$ cat config.mk
export PLATFORM = sky130hd
export DESIGN_NAME = alu_seq
export DESIGN_NICKNAME = d
export VERILOG_FILES = /design/src/rtl/alu_seq_pkg.sv /design/src/rtl/alu_iter.sv /design/src/rtl/alu_seq.sv
export SDC_FILE = /design/constraint.sdc
export NUM_CORES = 1
export LEC_CHECK = 0
export ABC_AREA = 1
export BUFFER_PORTS_ARGS = -buffer_cell sky130_fd_sc_hd__buf_2
export CORE_AREA = 2 2 178 180
export CTS_BUF_LIST = sky130_fd_sc_hd__clkbuf_16
export DETAILED_ROUTE_END_ITERATION = 6
export DIE_AREA = 0 0 180 182
export PLACE_DENSITY = 0.76
export SKIP_CTS_REPAIR_TIMING = 1
export SLEW_MARGIN = 20
export SYNTH_ARGS = -nofsm -noshare
export SYNTH_HDL_FRONTEND = slang
export SYNTH_SLANG_ARGS = --single-unit
export TNS_END_PERCENT = 30
$ cat constraint.sdc
create_clock -name clk -period 4.3 [get_ports clk]
set_input_delay 0 -clock clk [delete_from_list [all_inputs] [get_ports clk]]
set_output_delay 0 -clock clk [all_outputs]
set_load 0.02 [all_outputs]
$ cat src/rtl/alu_seq_pkg.sv
// alu_seq_pkg: opcode encodings, FSM states and op classification for alu_seq (DIV iterative only with ALU_DIV_EN)
package alu_seq_pkg;
  localparam int OP_LDW  = 0;
  localparam int OP_SDW  = 1;
  localparam int OP_ADD  = 2;
  localparam int OP_SUB  = 3;
  localparam int OP_BEQ  = 4;
  localparam int OP_AND  = 5;
  localparam int OP_OR   = 6;
  localparam int OP_XOR  = 7;
  localparam int OP_SLT  = 8;
  localparam int OP_JUMP = 9;
  localparam int OP_MUL  = 10;
  localparam int OP_DIV  = 11;
  typedef enum logic {ALU_IDLE, ALU_ITER} state_t;
  function automatic logic is_iter_op(input int op);
`ifdef ALU_DIV_EN
    return op == OP_MUL || op == OP_DIV;
`else
    return op == OP_MUL;
`endif
  endfunction
endpackage

$ cat src/rtl/alu_iter.sv
// alu_iter: WIDTH-step radix-2 shift-add multiplier, plus restoring divider on one shared adder when ALU_DIV_EN
module alu_iter #(
  parameter int WIDTH = 32
) (
  input  logic             clk,
  input  logic             rst,
  input  logic             start,
  input  logic             op,
  input  logic [WIDTH-1:0] a,
  input  logic [WIDTH-1:0] b,
  output logic             done,
  output logic [WIDTH-1:0] lo,
  output logic [WIDTH-1:0] hi
);
  localparam int CW = $clog2(WIDTH);
  logic             busy;
  logic [CW-1:0]    cnt;
  logic [WIDTH-1:0] hi_r, lo_r, b_r;
  assign done = busy && cnt == CW'(WIDTH - 1);
`ifdef ALU_DIV_EN
  logic             div_r, ge;
  logic [WIDTH+1:0] lhs, rhs, sum;
  // divide subtracts the divisor from {rem,next dividend bit}; multiply adds b when the multiplier lsb is set
  always_comb begin
    lhs = div_r ? {1'b0, hi_r, lo_r[WIDTH-1]} : {2'b0, hi_r};
    rhs = div_r ? ~{2'b0, b_r} : {2'b0, b_r & {WIDTH{lo_r[0]}}};
    sum = lhs + rhs + (WIDTH+2)'(div_r);
    ge  = !sum[WIDTH+1];
    hi  = div_r ? (ge ? sum[WIDTH-1:0] : {hi_r[WIDTH-2:0], lo_r[WIDTH-1]}) : sum[WIDTH:1];
    lo  = div_r ? {lo_r[WIDTH-2:0], ge} : {sum[0], lo_r[WIDTH-1:1]};
  end
`else
  logic             unused_op;
  logic [WIDTH:0]   sum;
  assign unused_op = op;
  always_comb begin
    sum = {1'b0, hi_r} + {1'b0, b_r & {WIDTH{lo_r[0]}}};
    hi  = sum[WIDTH:1];
    lo  = {sum[0], lo_r[WIDTH-1:1]};
  end
`endif
  always_ff @(posedge clk or posedge rst) begin
    if (rst) begin
      busy <= 1'b0;
      cnt  <= '0;
      hi_r <= '0;
      lo_r <= '0;
      b_r  <= '0;
`ifdef ALU_DIV_EN
      div_r <= 1'b0;
`endif
    end else if (start) begin
      busy <= 1'b1;
      cnt  <= '0;
      hi_r <= '0;
      lo_r <= a;
      b_r  <= b;
`ifdef ALU_DIV_EN
      div_r <= op;
`endif
    end else if (busy) begin
      hi_r <= hi;
      lo_r <= lo;
      cnt  <= cnt + CW'(1);
      if (done) busy <= 1'b0;
    end
  end
endmodule

$ cat src/rtl/alu_seq.sv
// alu_seq: handshaked ALU with single-cycle base ops and iterative MUL (DIV too when ALU_DIV_EN is defined)
module alu_seq
  import alu_seq_pkg::*;
#(
  parameter int WIDTH = 32,
  parameter int OPW   = 6
) (
  input  logic             clk,
  input  logic             rst,
  input  logic             in_valid,
  output logic             in_ready,
  input  logic [WIDTH-1:0] a,
  input  logic [WIDTH-1:0] b,
  input  logic [OPW-1:0]   opcode,
  output logic             out_valid,
  input  logic             out_ready,
  output logic [WIDTH-1:0] alu_out,
  output logic [WIDTH-1:0] alu_hi,
  output logic             zf,
  output logic             ovf
);
  state_t           state;
  logic             acc, it_op, it_done, div_z, res_ovf;
  logic [WIDTH-1:0] it_lo, it_hi, res, nb, sum, dif;
  assign in_ready = !rst && state == ALU_IDLE && (!out_valid || out_ready);
  assign acc      = in_valid && in_ready;
  assign it_op    = is_iter_op(int'(opcode));
  assign nb       = ~b + WIDTH'(1);
  assign sum      = a + b;
  assign dif      = a + nb;
  always_comb begin
    res     = '0;
    res_ovf = 1'b0;
    case (opcode)
      OPW'(OP_LDW), OPW'(OP_SDW): res = sum;
      OPW'(OP_ADD): begin
        res     = sum;
        res_ovf = a[WIDTH-1] == b[WIDTH-1] && sum[WIDTH-1] != a[WIDTH-1];
      end
      OPW'(OP_SUB): begin
        res     = dif;
        res_ovf = a[WIDTH-1] == nb[WIDTH-1] && dif[WIDTH-1] != a[WIDTH-1];
      end
      OPW'(OP_BEQ):  res = dif;
      OPW'(OP_AND):  res = a & b;
      OPW'(OP_OR):   res = a | b;
      OPW'(OP_XOR):  res = a ^ b;
      OPW'(OP_SLT):  res = WIDTH'($signed(a) < $signed(b));
      OPW'(OP_JUMP): res = a;
      default:       res = '0;
    endcase
  end
  alu_iter #(.WIDTH(WIDTH)) u_iter (
    .clk  (clk),
    .rst  (rst),
    .start(acc && it_op),
    .op   (opcode == OPW'(OP_DIV)),
    .a    (a),
    .b    (b),
    .done (it_done),
    .lo   (it_lo),
    .hi   (it_hi)
  );
`ifdef ALU_DIV_EN
  always_ff @(posedge clk or posedge rst) begin
    if (rst) div_z <= 1'b0;
    else if (acc && it_op) div_z <= opcode == OPW'(OP_DIV) && b == '0;
  end
`else
  assign div_z = 1'b0;
`endif
  always_ff @(posedge clk or posedge rst) begin
    if (rst) begin
      state     <= ALU_IDLE;
      out_valid <= 1'b0;
      alu_out   <= '0;
      alu_hi    <= '0;
      zf        <= 1'b0;
      ovf       <= 1'b0;
    end else begin
      if (out_valid && out_ready) out_valid <= 1'b0;
      if (acc && it_op) state <= ALU_ITER;
      else if (acc) begin
        out_valid <= 1'b1;
        alu_out   <= res;
        alu_hi    <= '0;
        zf        <= res == '0;
        ovf       <= res_ovf;
      end
      if (state == ALU_ITER && it_done) begin
        state     <= ALU_IDLE;
        out_valid <= 1'b1;
        alu_out   <= it_lo;
        alu_hi    <= it_hi;
        zf        <= it_lo == '0;
        ovf       <= div_z;
      end
    end
  end
endmodule

==> impl_results.md <==
- Worst skew pair latency: about 440 ps
- I/O pin cnt: 142
- Critical path peak fanout: 5
- I/O Buffers: between 100 and 150
- Syn Std Cell Area: 0.0167 mm²
- Slew HR: a little under a third
- Nets@finish: just under 3000
- CTS clk-pin slew, worst paths: approximately 70 ps
- Final total power: 6.14 mW
- Pins Over Slew Limit: 0
- Arr. time, crit path: around 4200 ps
- Die Height: roughly 180 µm
- Slowest stage cell on the critical path: nor3_1
- GRT overflow: 0
- Yosys reg bits: 170
- Gp weighted congestion: approximately 1.1
- CTS tree: built
- VDD IR max: 288 µV
- Asr flop ratio synth: 100%
- Sequential fraction of the synthesis area: 25.5%
- Die ar.: approximately 0.033 mm²
- CP required: roughly 4700 ps
- Synth warn: 0
- Cell count after synthesis: 2585
- Crit Path Class: in2reg
- Global-route wire length before repair: approximately 90 mm
- GRT Total Usage: 35.3%
- Horiz. Die Dim: 180 µm
- DRT Pass-1 Iters: 5
- Largest net degree at the start of global routing: 144
- Hold crit path type: in2reg
- Post-Layout Cell Count: between 3000 and 4000
- CP endpoint kind: register
- Root Buffer: clkbuf_16
- Via count: about 18000
- Initial antenna violation count: 1
- Total Neg Setup Slack: 0 ps
- Highest clock rate: approximately 0.26 GHz
- Number of max-cap violations: 0
- Final hold vios: 8
- Routed Antenna Nets: 0
- Crit-path most repeated cell: nand2_1
- Worst Tran Pin Value: between 1000 and 1500 ps
- Top-area cell type share of the netlist area: about a quarter
- Starting Density: a little over half
- Setup Skew: approximately 9.9 ps
- Failing checks: negative hold slack
- Post-synth EDFFs: 0
- Sink Count: 170
- Placement row count: 65
- Most common cell in the synthesized netlist: nand2_1
- Vias per inst: roughly 5.7
- Synth cell types: 55
- Tmin final: ~3800 ps
- Final Setup Violations: 0
- Final Cycle Share: a little under 90%
- Pleak: between 10 and 15 nW
- CORE AREA: between 0.03 and 0.04 mm²
- Top cells by area, synth: dfrtp_1 25%, nand2_1 17%, ha_1 13%
- Synth cell count leaders: 774 x nand2_1, 392 x inv_1, 235 x nor2_1
- Number of global-route vias before repair: between 15000 and 20000
- Synthesis-to-finish area growth: 10.4%
- Power Dens Cells: roughly 330 mW/mm²
- Final wirelength: between 50 and 60 mm
- Layout cells sized above 1: 10.3%
- Type of origin of the critical path: input port
- Largest stage delay on the critical path: about 360 ps
- DR DRC count: 0
- N_diodes: 0
- CTS Buffer Depth: 2
- Detailed placer's ending HPWL: roughly 47 mm
- Fin util: between 50% and 60%
- Htree depth: 4
- RSZ-0062 raised after global routing: false
- Post-synth top area cell: dfrtp_1
- Status: complete, but fails checks
- Placed cell count: 3079
- Post-synthesis net count: between 2000 and 3000
- Hold Slack: -22.0 ps
- WL per Instance: 18.8 µm
- DR iter-0 viols: roughly 1800
- Synth Area per Inst: 6.46 µm²
- Primary FF master, synth: dfrtp_1
- CTS Buf Count: 17
-- per-layer routing --
metal	global-route usage, %	up-vias	wire length [µm]
met3	3.67	146	4590
met4	16.1	0	2650
met1	47.4	8297	25000
li1	-	8596	-
met2	57.5	825	26400
met5	0	-	0
-- kinds of logic after synthesis --
| family | count (synthesis) | synth area share, % |
|---|---|---|
| compound gates | 399 | 14.7 |
| xor+xnor | 43 | 2.25 |
| fa+ha+maj | 170 | 12.9 |
| buf+inv | 473 | 11.0 |
| flops | 170 | 25.5 |
| simple gates | 1330 | 33.7 |
-- path summary, 6_finish.rpt --
kind	start	to	slack, ps	depth (start not counted)
hold / removal	a[23]	u_iter.lo_r[23]	-20	3
hold reg to reg	alu_hi[3]	alu_hi[3]	480	2
min in group asynchronous	rst	alu_hi[18]	200	3
max in group asynchronous	rst	alu_hi[13]	2950	4
setup / recovery	b[1]	zf	450	29
setup reg to reg	u_iter.lo_r[0]	u_iter.hi_r[15]	870	16
-- critical path, delay by kind of cell --
kind / cells / cell delay [ps]
fa+ha+maj: 2 / 590
simple gates: 22 / 3100
compound gates: 1 / 120
buf+inv: 4 / 390
-- flip-flops by register name, summed over array words and instances, names as in the netlist, 5 cells and up --
name         count
alu_out         32
u_iter.cnt       5
u_iter.b_r      32
u_iter.lo_r     32
u_iter.hi_r     32
alu_hi          32
-- layout make-up --
| cell class | instances | area (µm²) |
|---|---|---|
| fillers | 3123 | 12500 |
| multi-input cells | 1942 | 10600 |
| flip-flops and latches | 170 | 4250 |
| inverters | 412 | 1550 |
| repair buffers | 161 | 901 |
| well taps | 402 | 503 |
| clock buffers | 17 | 425 |
| clock inverters | 15 | 175 |
-- metrics by stage --
stage / cell area [µm²] / setup WS, ps
after global placement: 17800 / 152
after CTS: 18400 / 514
final: 18500 / 451
after floorplan: 16700 / 1120
after global routing: 18500 / 51.9
after detailed placement: 17800 / 62.7
-- power by group --
group,internal [mW],total (mW),leakage (nW),switching [mW]
sequential,1.91,2.16,2.31,0.252
clock,0.880,1.58,0.297,0.704
combinational,0.758,2.39,7.64,1.63
-- layout by cell type, fill, tap and decap left out, types with 4 or more instances in the layout --
cell	count
o21a_1	5
inv_2	15
nor3_2	6
buf_4	10
a21oi_1	105
a32o_1	8
nor2_2	21
nand2_1	774
o221ai_1	38
nand2_2	20
nand3_2	6
a22oi_1	15
a221oi_1	7
nand3b_1	14
nor2_4	4
xor2_1	29
ha_1	167
nor2_1	231
o21bai_1	8
o21ai_1	8
nand4_1	26
inv_6	7
clkbuf_16	17
o22ai_1	30
a21oi_2	5
nor3_1	27
clkinv_1	4
a21o_1	8
o21ai_0	126
buf_2	141
or2_2	7
dfrtp_1	170
dlygate4sd3_1	8
nand3_1	176
xnor2_1	14
o211ai_1	23
inv_1	392
nor4_1	6
No activity file was read; power rests on OpenSTA's default activity.
